--- src/rtl/counter_tick_sequencer.sv ---
// counter_tick_sequencer: paces an external 4-bit counter with one-cycle
// enable pulses. Run, stop and single-step control. The counter value is
// latched for the LEDs. A sticky flag records ticks dropped while a tick
// was still waiting for RDY.
module counter_tick_sequencer #(
  parameter int PRESCALE_W = 21,
  parameter int COUNT_W    = 4
) (
  input  logic                  CLK,
  input  logic                  RST,
  input  logic [PRESCALE_W-1:0] cfg_div,
  input  logic                  start,
  input  logic                  stop,
  input  logic                  step,
  input  logic [COUNT_W-1:0]    count_value,
  input  logic                  RDY_count_value,
  output logic                  EN_count_value,
  output logic [COUNT_W-1:0]    display,
  output logic                  running,
  output logic                  missed,
  input  logic                  clr_missed
);

  typedef enum logic [1:0] {IDLE, RUN, STEP} state_t;

  state_t                state, state_nxt;
  logic [PRESCALE_W-1:0] prescaler;
  logic                  tick_pend;
  logic                  tick;
  logic                  issue;
  logic                  keep_run;
  // vld_pipe[0] is the enable pulse.
  // vld_pipe[1] is the same pulse one cycle later, when the counter has updated.
  logic [1:0]            vld_pipe;

  assign EN_count_value = vld_pipe[0];

  // Next state and enable decision; stop beats start beats step.
  always_comb begin
    state_nxt = state;
    issue     = 1'b0;
    case (state)
      IDLE: begin
        if (stop)       state_nxt = IDLE;
        else if (start) state_nxt = RUN;
        else if (step)  state_nxt = STEP;
      end
      RUN: begin
        issue = tick_pend && RDY_count_value && !stop && !vld_pipe[0];
        if (stop) state_nxt = IDLE;
      end
      STEP: begin
        if (stop)       state_nxt = IDLE;
        else if (start) state_nxt = RUN;
        else if (RDY_count_value) begin
          issue     = 1'b1;
          state_nxt = IDLE;
        end
      end
      default: state_nxt = IDLE;
    endcase
  end

  // The prescaler only advances while the block stays in RUN across the edge.
  // Entering RUN or leaving it restarts the prescaler from zero.
  assign keep_run = (state == RUN) && (state_nxt == RUN);
  assign tick     = keep_run && (prescaler >= cfg_div);

  // State register; running mirrors the registered state.
  always_ff @(posedge CLK) begin
    if (RST) begin
      state   <= IDLE;
      running <= 1'b0;
    end else begin
      state   <= state_nxt;
      running <= (state_nxt == RUN);
    end
  end

  // Prescaler with >= wrap, so lowering cfg_div mid-run wraps immediately.
  always_ff @(posedge CLK) begin
    if (RST || !keep_run) prescaler <= '0;
    else if (tick)        prescaler <= '0;
    else                  prescaler <= prescaler + PRESCALE_W'(1);
  end

  // Single-entry tick holder.
  // A tick that arrives while the pending tick is consumed takes its place.
  always_ff @(posedge CLK) begin
    if (RST || !keep_run) tick_pend <= 1'b0;
    else if (issue)       tick_pend <= tick;
    else                  tick_pend <= tick_pend | tick;
  end

  // Enable pulse and its one-cycle-delayed copy used to time the display load.
  always_ff @(posedge CLK) begin
    if (RST) vld_pipe <= '0;
    else     vld_pipe <= {vld_pipe[0], issue};
  end

  // Display samples the counter on the edge after the counter consumed EN.
  always_ff @(posedge CLK) begin
    if (RST)              display <= '0;
    else if (vld_pipe[1]) display <= count_value;
  end

  // Sticky lost-tick flag; a new loss wins over a simultaneous clear.
  always_ff @(posedge CLK) begin
    if (RST)                              missed <= 1'b0;
    else if (tick && tick_pend && !issue) missed <= 1'b1;
    else if (clr_missed)                  missed <= 1'b0;
  end

endmodule

--- config.mk ---
export PLATFORM = sky130hd
export DESIGN_NAME = counter_tick_sequencer
export DESIGN_NICKNAME = d
export VERILOG_FILES = /design/src/rtl/counter_tick_sequencer.sv
export SDC_FILE = /design/constraint.sdc
export NUM_CORES = 1
export LEC_CHECK = 0
export ABC_AREA = 1
export CORE_MARGIN = 4
export CORE_UTILIZATION = 40
export CTS_CLUSTER_SIZE = 30
export DETAILED_ROUTE_END_ITERATION = 8
export GPL_ROUTABILITY_DRIVEN = 0
export MAX_ROUTING_LAYER = met4
export PLACE_DENSITY = 0.72
export SLEW_MARGIN = 10
export SYNTH_ARGS = -nofsm -noshare
export SYNTH_HDL_FRONTEND = slang
export SYNTH_SLANG_ARGS = --single-unit
export TNS_END_PERCENT = 30
--- constraint.sdc ---
create_clock -name CLK -period 1.9 [get_ports CLK]
set_input_delay 0.19 -clock CLK [delete_from_list [all_inputs] [get_ports CLK]]
set_output_delay 0.19 -clock CLK [all_outputs]
set_load 0.01 [all_outputs]
Word-level counts from Yosys, hierarchy flattened:

Cells that the tools add are included.

* $add $sub $neg: 1
* $mul: 0
* divide/modulo/power cells: 0
* order comparisons: 1
* equal/unequal tests: 3
* shifts and indexed selects: 0
* mux-type cells: 15
* bitwise gates (word level): 1
* reductions and logical operators: 15

Operator list (number)
* $add A21 B1 Y21 const B: 1
* $ge A21 B21 Y1: 1
* $mux W2: 7
* $logic_and A1 B1 Y1: 7
* $mux W1: 6
* $pmux W2 S3: 1
* $eq A2 B1 Y1 const B: 2
* $logic_not A1 Y1: 4
* $eq A2 B2 Y1 const B: 1
* $logic_not A2 Y1: 1
* $pmux W1 S2: 1
* $reduce_bool A2 Y1: 1
* $reduce_or A2 Y1: 1
* $logic_or A1 B1 Y1: 1
* $or A1 B1 Y1: 1

* register bits: 32
* latch bits: 0
* RAM bits: 0
* ROM bits: 0
* bits of input ports: 32
* output and inout bits: 7
* word-level logic and storage cells: 43
* memories: 0

Logic depth before layout (Yosys ltp):

Gate-level depths: netlist (run 1).

* depth in word-level cells: 10
* gate-level depth with buffers: 14
* depth with buffers taken out: 13

Worst setup path after synthesis (run 1):

Ideal clock, no wire load.

* path kind: register -> register
* start: reg prescaler[12]
* end: reg prescaler[13]
* setup time: 0.112 ns
* arrival time: 1.512 ns
* required time: 1.788 ns
* path slack: 0.276 ns
* stages on the path, launching flop included: 12
* buffers on the path: 1
* period minus slack after synthesis: 1.624 ns
* cells stage by stage: dfxtp_1 > ha_1 > nand2_1 > nor2_1 > nand2_1 > nor2_1 > nand2_1 > nand4_1 > nand2_2 > nand2_4 > buf_8 > nor2_1

* word-level cells in the longest chain between the ends: 3
* elaborated cells on any way between the ends: 4
* classes of those cells: add/sub: 1; order compare: 1; reduce/logical: 2

RTL lines
* start, declared: RTL line 27 `logic [PRESCALE_W-1:0] prescaler;`
* start signal, assigned: RTL line 84 `else prescaler <= prescaler + PRESCALE_W'(1);`
* $ge A21 B21 Y1: RTL line 67 `assign tick = keep_run && (prescaler >= cfg_div);`
* $logic_and A1 B1 Y1: RTL line 67
* $reduce_or A2 Y1 (no source line)

Parallel ways exist; a longest one is shown, timed or not.
A chain may end at the register's enable or synchronous reset.

Final worst setup path (run 1):

* start: in cfg_div[17]
* end: reg prescaler[18]

* word-level cells in the longest chain between the ends: 3

RTL lines
* start, declared: RTL line 11 `input logic [PRESCALE_W-1:0] cfg_div,`
* $ge A21 B21 Y1: RTL line 67
* $logic_and A1 B1 Y1: RTL line 67
* $reduce_or A2 Y1 (no source line)

Every way passes these cells.

==> results of run 1 <==
[timing repair]
item | 4_1_cts | 5_1_grt
gates resized for setup | 0 | 32
setup endpoints to repair | 0 | 22
buffers inserted | 0 | 2
[registers in the layout (all words and copies together) (netlist names)]
name       count
state          2
tick_pend      1
missed         1
running        1
prescaler     21
display        4
vld_pipe       2
[logic make-up (layout without fill, tap and decap cells)]
logic type / Yosys count / count (layout) / synth area share (%)
xor+xnor: 14 / 14 / 5.41
flops: 32 / 32 / 28.3
simple gates: 162 / 163 / 35.7
buf+inv: 67 / 124 / 11.6
compound gates: 18 / 18 / 4.69
fa+ha+maj: 26 / 26 / 14.4
[cell usage after synthesis (all sizes together)]
master	instances	area, sq um
or2	1	6.26
nand4	7	43.8
a21oi	9	45.0
ha	26	325
nand2	76	300
o211ai	1	12.5
clkbuf	1	3.75
nand3	14	113
nor4	2	12.5
nor2	56	283
nor3	6	50.1
dfxtp	32	641
buf	1	15.0
a21o	1	7.51
xor2	12	105
o21ai	6	33.8
inv	65	244
xnor2	2	17.5
a21boi	1	7.51
[power by group]
| part | internal (W) | total [W] | leakage, nW | switching [W] |
|---|---|---|---|---|
| Sequential | 0.000674 | 0.000676 | 0.260 | 0.00000210 |
| Combinational | 0.000102 | 0.000181 | 1.07 | 0.0000786 |
| Clock | 0.000462 | 0.000711 | 0.0645 | 0.000249 |
[per-layer routing]
| layer | vias to the layer above | part of all wire (%) |
|---|---|---|
| li1 | 1095 | - |
| met1 | 900 | 41 |
| met2 | 27 | 53 |
| met3 | 7 | 4.0 |
| met4 | 0 | 1.7 |
| met5 | - | 0 |
[metrics by stage]
step,setup TNS (ps),utilization (%),cell area (sq um),hold slack (ps),cells
floorplan,0,-,2270,269,319
global placement,-3760,50.9,2800,451,438
detailed placement,-5350,50.9,2800,454,438
CTS,0,53.1,2930,462,446
global route,-50.3,57.4,3160,496,449
finish,0,57.4,3160,459,449
[worst max-delay path by stage]
stage                                   startpoint                       end  slack [ps]  cells past startpoint
after floorplan           prescaler[12]$_SDFF_PP0_  prescaler[13]$_SDFF_PP0_         280                     11
after CTS                              cfg_div[20]  prescaler[12]$_SDFF_PP0_          20                     12
after global routing                   cfg_div[18]  prescaler[18]$_SDFF_PP0_         -50                     13
final                                  cfg_div[17]  prescaler[18]$_SDFF_PP0_         100                     12
after detailed placement               cfg_div[20]  prescaler[12]$_SDFF_PP0_        -270                     12
after global placement                 cfg_div[20]  prescaler[12]$_SDFF_PP0_        -200                     12
[critical path: stages]
cell and delay (ps):
sky130_fd_sc_hd__clkdlybuf4s50_1 450, sky130_fd_sc_hd__inv_1 40, sky130_fd_sc_hd__ha_1 310, sky130_fd_sc_hd__nand2_1 80, sky130_fd_sc_hd__nor2_2 50, sky130_fd_sc_hd__buf_4 130, sky130_fd_sc_hd__a21oi_4 120, sky130_fd_sc_hd__nand4_1 160
sky130_fd_sc_hd__nand2_4 190, sky130_fd_sc_hd__buf_6 130, sky130_fd_sc_hd__nand3_1 60, sky130_fd_sc_hd__nor2_1 90
[layout make-up]
| type | instances | area, sq um |
|---|---|---|
| fillers | 501 | 2340 |
| inverters | 65 | 244 |
| flip-flops and latches | 32 | 647 |
| multi-input cells | 221 | 1560 |
| clock buffers | 7 | 96.3 |
| well taps | 72 | 90.1 |
| repair buffers | 51 | 494 |
| clock inverters | 1 | 30.0 |
==> summary.txt, run 1 <==
================================================================================
Slew Limit Fails                                                               0
Drt drc                                                                        0
Iteration-0 DRC Markers                                                       79
Worst reg2reg endpoint                                              prescaler[18]$_SDFF_PP0_
Vias in the first global route                                             1,907
GR Util met3                                                               3.27%
Detailed-routing iteration count for the pre-antenna-repair pass               4
Wire length reported by the detailed router                              4840 um
Vertical extent of the die                                               83.3 um
Type of the worst setup path                                           in -> reg
First-pass GRT wire length                                               7940 um
Startpoint Class                                                       input pin
Rows                                                                          27
I/O pin count                                                                 39
Maximum ir drop on the vdd rail                                           276 uV
Data required time at the worst endpoint                                 2120 ps
Avg Cell Area, Syn                                                    7.10 sq um
Number of antenna violations at the first check in global routing              0
Final Skew                                                               3.67 ps
Most common cell after layout, fill and taps aside                  sky130_fd_sc_hd__nand2_1
Total core area                                                       5510 sq um
Met1 routing resource usage after global routing                           15.8%
Static leakage                                                           1.39 nW
Worst-Skew Late Latency                                                   280 ps
TritonCTS clock tree                                                        done
Final worst-path setup slack                                              103 ps
Least-Margin Pin Slew                                                     367 ps
Unrepaired setup endpoints after global routing                              yes
Hold-fix buffer count after cts                                                0
Antenna Cells                                                                  0
Total congestion overflow after global routing                                 0
Synth Cell Area                                                       2270 sq um
Overall via count from detail_route                                        2,029
Largest net degree at the start of global routing                             20
Worst reg2reg path depth                                                      11
Cell at the root of the clock tree                                  sky130_fd_sc_hd__clkbuf_8
Number of maximum-capacitance constraint violations                            0
Port-buffer cells                                                             38
Type of the tightest min-delay check                                  reg -> reg
Worst Hold Path Cells                                                          2
Count of antenna-violating nets left after detailed routing                    0
Post-Syn Instances                                                           319
Post-synthesis net count                                                     377
GRT Util Overall                                                           14.1%
Layout Nets                                                                  434
Category of the worst setup path capture point                          register
Final setup viols                                                              0
Longest Clk Path Bufs                                                          2
Area delta synth->final                                                    39.5%
Number of hold violations in the final report                                  0
Number of clock buffers inserted by TritonCTS                                  5
#FFs+latches synth                                                            32
Share of the yosys chip area belonging to registers                        28.3%
Vias/cell                                                                   4.52
Die X                                                                    83.3 um
Outcome                                                             complete, no violations
Yosys warning count                                                            0
Areal power density over the cells                                   496 nW/um^2
DP HPWL                                                                  3780 um
Commonest cells after routing, fill and taps aside                  sky130_fd_sc_hd__nand2_1 (65), sky130_fd_sc_hd__inv_1 (58), sky130_fd_sc_hd__clkdlybuf4s50_1 (38)
End of the worst hold path                                          vld_pipe[1]$_SDFF_PP0_
R2r setup slk                                                             160 ps
Origin of the worst min-delay path                                  vld_pipe[0]$_SDFF_PP0_
FMAX                                                                     557 MHz
Slew headroom                                                              75.4%
Number of unique standard cell types used by synthesis                        28
Number of clock sinks                                                         32
Met2 Use GR                                                                24.3%
Starting density of the core                                               41.1%
Share of post-route cells with drive strength above 1                      23.3%
Shortest period the worst path allows                                    1800 ps
Routed WL per cell                                                       10.8 um
Arrival time at the worst endpoint                                       2020 ps
Most used routing layer                                                     met2
Area of the die                                                       6930 sq um
Post-route clock period utilization                                        94.6%
Worst-path maximum fanout                                                      3
Launching point of the worst reg2reg path                           prescaler[15]$_SDFF_PP0_
Pwr Total                                                              0.00157 W
Clock-pin transition on the worst setup and hold timing paths              60 ps
Setup slack after placement                                              -275 ps
CTS H-tree lvls                                                                2
================================================================================
Note: power is estimated with default switching activity, not from simulation.
==> run 2, diff against run 1 <==
- CORE_UTILIZATION: 40 -> 50
- PLACE_DENSITY: 0.72 -> 0.85
==> run 2 against run 1 <==
Core utilization is 9.1 points higher. Via count shrank 0.79%. Cell area is 7.7% lower. Combinational power down 11%. Largest power group is now registers. Highest routed layer unchanged.
==> summary.txt, run 2 (synthesized netlist as in run 1, its figures left out) <==
========================================================================================
Critical path's most frequent cell                                          sky130_fd_sc_hd__nand2_1
Total buffers and inverters traversed by the critical path                             1   -3
Total congestion overflow after global routing                                         0   unchanged
Slowest-stage cell, CP                                                      sky130_fd_sc_hd__dfxtp_1
Total core area                                                               4380 sq um   -20%
Vertical extent of the die                                                       75.3 um   -9.5%
CTS H-tree lvls                                                                        2   unchanged
GRT Util Overall                                                                   18.1%   +4.0 points
Launching point of the worst reg2reg path                                   state[0]$_SDFF_PP0_
Routed WL per cell                                                               10.6 um   -1.8%
Slew headroom                                                                      76.3%   +0.86 points
Combined area of the multi-input logic cells                                  1390 sq um   -11%
Data required time at the worst endpoint                                         2130 ps   about the same
I/O pin count                                                                         39   unchanged
FMAX                                                                             568 MHz   +2.0%
Top Registers                                                               prescaler x21, display x4
Top layer reached by signal wires                                                   met4
Worst-Skew Late Latency                                                           290 ps   about the same
Detailed-routing iteration count for the pre-antenna-repair pass                       4   unchanged
Longest Clk Path Bufs                                                                  2   unchanged
Slew Limit Fails                                                                       0   unchanged
Overall via count from detail_route                                                2,013   -0.79%
Post-placement cell area                                                      2770 sq um   -1.2%
Type of the worst setup path                                                  reg -> reg
Share of post-route cells with drive strength above 1                              16.5%   -6.8 points
Post-route clock period utilization                                                92.7%   -1.9 points
Area delta synth->final                                                            28.8%
Worst-path maximum fanout                                                             19   +16
Met1 layer wirelength in the final routing                                       1880 um   -5.7%
Worst stage delay on the critical path                                            380 ps   -70 ps
Cell at the root of the clock tree                                          sky130_fd_sc_hd__clkbuf_8
Largest net degree at the start of global routing                                     20   unchanged
Type of the tightest min-delay check                                          reg -> reg
Fill cell instance count of the final layout                                         372   -26%
Number of antenna violations at the first check in global routing                      0   unchanged
Vias/cell                                                                           4.71   +4.3%
Outcome                                                                     complete, no violations
Register containing the most flip-flops in the final layout                    prescaler
Static leakage                                                                   1.35 nW   -2.8%
Pwr Total                                                                      0.00149 W   -5.3%
Number of hold violations in the final report                                          0   unchanged
TritonCTS clock tree                                                                done
Hold-fix buffer count after cts                                                        0   unchanged
Arrival time at the worst endpoint                                               1990 ps   -30 ps
Detail Route met3 WL                                                              171 um   -12%
Number of maximum-capacitance constraint violations                                    0   unchanged
Origin of the worst min-delay path                                          missed$_SDFFE_PP0P_
Crit path cell chain                                                        inv_1, ha_1, nand2_1, nand2_1, nand2_1, nand2_1, o21ai_2, nand3_4, nor2_4, nand2_8, a21oi_1
Antenna Cells                                                                          0   unchanged
Maximum ir drop on the vdd rail                                                   502 uV   +82%
Drt drc                                                                                0   unchanged
Areal power density over the cells                                           509 nW/um^2   +2.6%
Commonest cells after routing, fill and taps aside                          sky130_fd_sc_hd__nand2_1 (71), sky130_fd_sc_hd__inv_1 (58), sky130_fd_sc_hd__clkdlybuf4s50_1 (38)
Die X                                                                            75.3 um   -9.5%
Category of the worst setup path capture point                                  register
Layout Nets                                                                          432   -0.46%
Count of antenna-violating nets left after detailed routing                            0   unchanged
Area of the die                                                               5670 sq um   -18%
Routed wl met2                                                                   2390 um   -7.0%
Vias in the first global route                                                     1,842   -3.4%
DP HPWL                                                                          3730 um   -1.4%
Shortest period the worst path allows                                            1760 ps   -35.8 ps
Non-filler cells, final                                                              427   -4.9%
Port-buffer cells                                                                     38   unchanged
Area taken by flip-flops and latches                                           641 sq um   -0.97%
Starting density of the core                                                       51.7%   +11 points
Iteration-0 DRC Markers                                                               70   -11%
Rows                                                                                  24   -11%
Number of clock sinks                                                                 32   unchanged
Final Skew                                                                       4.24 ps   +0.570 ps
Clock-pin transition on the worst setup and hold timing paths                      70 ps   about the same
Placed Cells incl. Taps                                                              417   -4.8%
Number of clock buffers inserted by TritonCTS                                          5   unchanged
First-pass GRT wire length                                                       7620 um   -4.0%
Setup crit start                                                            state[0]$_SDFF_PP0_
Final design area excluding fillers                                           2920 sq um   -7.7%
Final setup viols                                                                      0   unchanged
Wire length reported by the detailed router                                      4520 um   -6.6%
Flip-flop count of the largest register after layout                                  21   unchanged
Least-Margin Pin Slew                                                             355 ps   -12.8 ps
Most common cell after layout, fill and taps aside                          sky130_fd_sc_hd__nand2_1
Category of cells accounting for the largest share of critical-path delay   simple AND/OR/NAND/NOR gates
Startpoint Class                                                                register
========================================================================================
-- run 2: cell count changes in the layout (fill, tap and decap cells not counted), sizes merged --
cell,delta
clkbuf,-2
nand2,-1
clkinv,+1
clkinvlp,+1
buf,-1
-- run 2: worst paths after layout --
check | end | slack [ps] | depth (start not counted)
max | prescaler[10]$_SDFF_PP0_ | 140 | 11
min | missed$_SDFFE_PP0P_ | 470 | 2
max reg2reg | prescaler[10]$_SDFF_PP0_ | 140 | 11
min reg2reg | missed$_SDFFE_PP0P_ | 470 | 2
-- run 2: area by class of cell --
type	instances	share of cell area, %
Clock buffer	5	2.36
Timing Repair Buffer	50	16.1
Inverter	65	8.36
Clock inverter	3	1.46
Sequential cell	32	22.0
Tap cell	52	2.23
Multi-Input combinational cell	220	47.5
-- run 2: metal layers --
layer / track usage, % / up-vias
li1: - / 1090
met1: 19.1 / 888
met2: 32.4 / 27
met3: 4.75 / 8
met4: 6.41 / 0
met5: - / -
-- run 2: per-stage QoR --
step	setup TNS (ps)	util [%]	worst slack [ps]	hold WS, ps
final	0	66.6	139	471
after global routing	-45.4	66.6	-16.6	479
after CTS	0	65.7	89.3	474
after detailed placement	-3910	63.1	-207	459
after global placement	-2890	63.1	-150	449
after floorplan	0	-	276	269
-- run 2: repair_timing --
item	4_1_cts	5_1_grt
endpoints found under the hold margin	0	0
setup endpoints to repair	0	20
setup buffers	0	2
gates resized for setup	0	3
-- run 2: worst reg2reg max path, stage by stage (launching register included) --
cell                      delay (ps)
sky130_fd_sc_hd__dfxtp_1         380
sky130_fd_sc_hd__inv_1            80
sky130_fd_sc_hd__ha_1            230
sky130_fd_sc_hd__nand2_1         110
sky130_fd_sc_hd__nand2_1          50
sky130_fd_sc_hd__nand2_1          50
sky130_fd_sc_hd__nand2_1          50
sky130_fd_sc_hd__o21ai_2         100
sky130_fd_sc_hd__nand3_4         120
sky130_fd_sc_hd__nor2_4          210
sky130_fd_sc_hd__nand2_8         160
sky130_fd_sc_hd__a21oi_1         150
-- run 2: power by group --
group | internal [W] | leakage [nW] | switching (W)
Sequential | 0.000673 | 0.258 | 0.00000199
Clock | 0.000388 | 0.0541 | 0.000262
Combinational | 0.0000922 | 1.04 | 0.0000683
Total | 0.00115 | 1.35 | 0.000332
==> run 3, diff against run 2 <==
- HOLD_SLACK_MARGIN: default -> 0.03
==> results of run 3 <==
No change in the layout: final DEF, timing and power equal those of run 2.
==> edit (flow settings as in run 1) <==
Register the output `EN_count_value`, cleared by the reset; this adds one clock of latency there. The other outputs are not delayed to match.
--- a/src/rtl/counter_tick_sequencer.sv
+++ b/src/rtl/counter_tick_sequencer.sv
@@ -34,5 +34,11 @@
   logic [1:0]            vld_pipe;
 
-  assign EN_count_value = vld_pipe[0];
+  always_ff @(posedge CLK) begin
+    if (RST) begin
+      EN_count_value <= '0;
+    end else begin
+      EN_count_value <= vld_pipe[0];
+    end
+  end
 
   // Next state and enable decision; stop beats start beats step.
Function: changed (a bounded check fails within 4 cycles, from zero or initial values and one cycle with RST high).
==> edit against run 1 <==
Routed wire length fell by 1.0%. Sequential cell count unchanged. Synthesized area rose by 1.2%. Power down 5.4%. Clock skew grew 0.0044 ns. Final area is 1.6% lower. Worst setup slack better by 0.019 ns. Critical endpoint is now prescaler[2]. Highest routed layer unchanged.
==> edit: results <==
[pwr]
power_leakage_nw = 1.35
vdd_drop_max_mv = 0.312
switching_share = 0.217
p_seq_w = 0.000675

[routing]
wl_met2_um = 2240
wl_met3_um = 287
met1_length_um = 2220
routed_wirelength_um = 4790
drt_iter0_markers = 66
vias_per_cell = 4.50

[logic_synthesis]
synth_nets = 383
seq_area_frac_synth = 0.279
synth_cell_types = 27
synth-xor-area-share = 0.0611
synth_cells = 325
synth.area.top_cells = dfxtp_1, ha_1, nand2_1
synthAdderAreaFrac = 0.142
ys_top_cells_by_count = nand2_1, inv_1, nor2_1, dfxtp_1, ha_1

[sta]
skew_ns = 0.00810
slew_headroom = 0.818

[critical_path]
reg2regPathDepth = 12
critPathMaxFanout = 11
cp.arrival_ns = 2.00
cp-startpoint = cfg_div[8]
r2r_start = prescaler[0]

[layout]
nMultiInputCombCells = 223
reg_top3 = prescaler: 21 flops, display: 4 flops, state: 2 flops
nClkBuffers = 6
layout-drive-gt1-share = 0.190
nFillCells = 517
clk_share = 0.0346
buffer_area_frac = 0.160
seq_cell_count = 32
num-nonclk-buffers = 52
final_core_util = 0.561
inverters = 69

[global_routing]
grtUsageMet3 = 0.0365
met1_usage = 0.175
grt_pass1_wl_um = 8310
grt_max_degree = 12
grtUsageMet2 = 0.246
grt_use_total = 0.145
grt_pass1_vias = 2026

[cts]
cts-root-buf = clkbuf_8
cts.htree.levels = 2

[placed_design]
dp_cells = 448
place_area_um2 = 2860
io_buffers = 38

[outcome]
status = finished clean

[die]
die_w_um = 83.7
edit: changes by cell type after synthesis, moves of 3 or more:
| cell | delta |
|---|---|
| nor3_2 | -3 |
| nor2_4 | +10 |
| nor2_2 | -12 |
| nand3_4 | -3 |
| xor2_1 | -6 |
| inv_2 | -3 |
| nor2_1 | +9 |
| xnor2_1 | +8 |
| inv_1 | +6 |
| o21ai_1 | +3 |
edit: worst paths after layout:
check | to | slack, ns
worst max register to register | prescaler[2] | 0.16
worst max-delay path | prescaler[2] | 0.12
worst min register to register | EN_count_value | 0.44
worst min-delay path | EN_count_value | 0.44
edit: critical path, cell delays in order:
cell	delay, ns
clkdlybuf4s50_1	0.46
inv_1	0.04
ha_1	0.32
nand2_1	0.09
inv_1	0.04
nand2_1	0.05
nand2_1	0.05
nand2_1	0.06
nand2_1	0.05
nand2_2	0.07
nand4_4	0.11
nor2_4	0.16
inv_4	0.07
buf_12	0.15
nor2_1	0.09
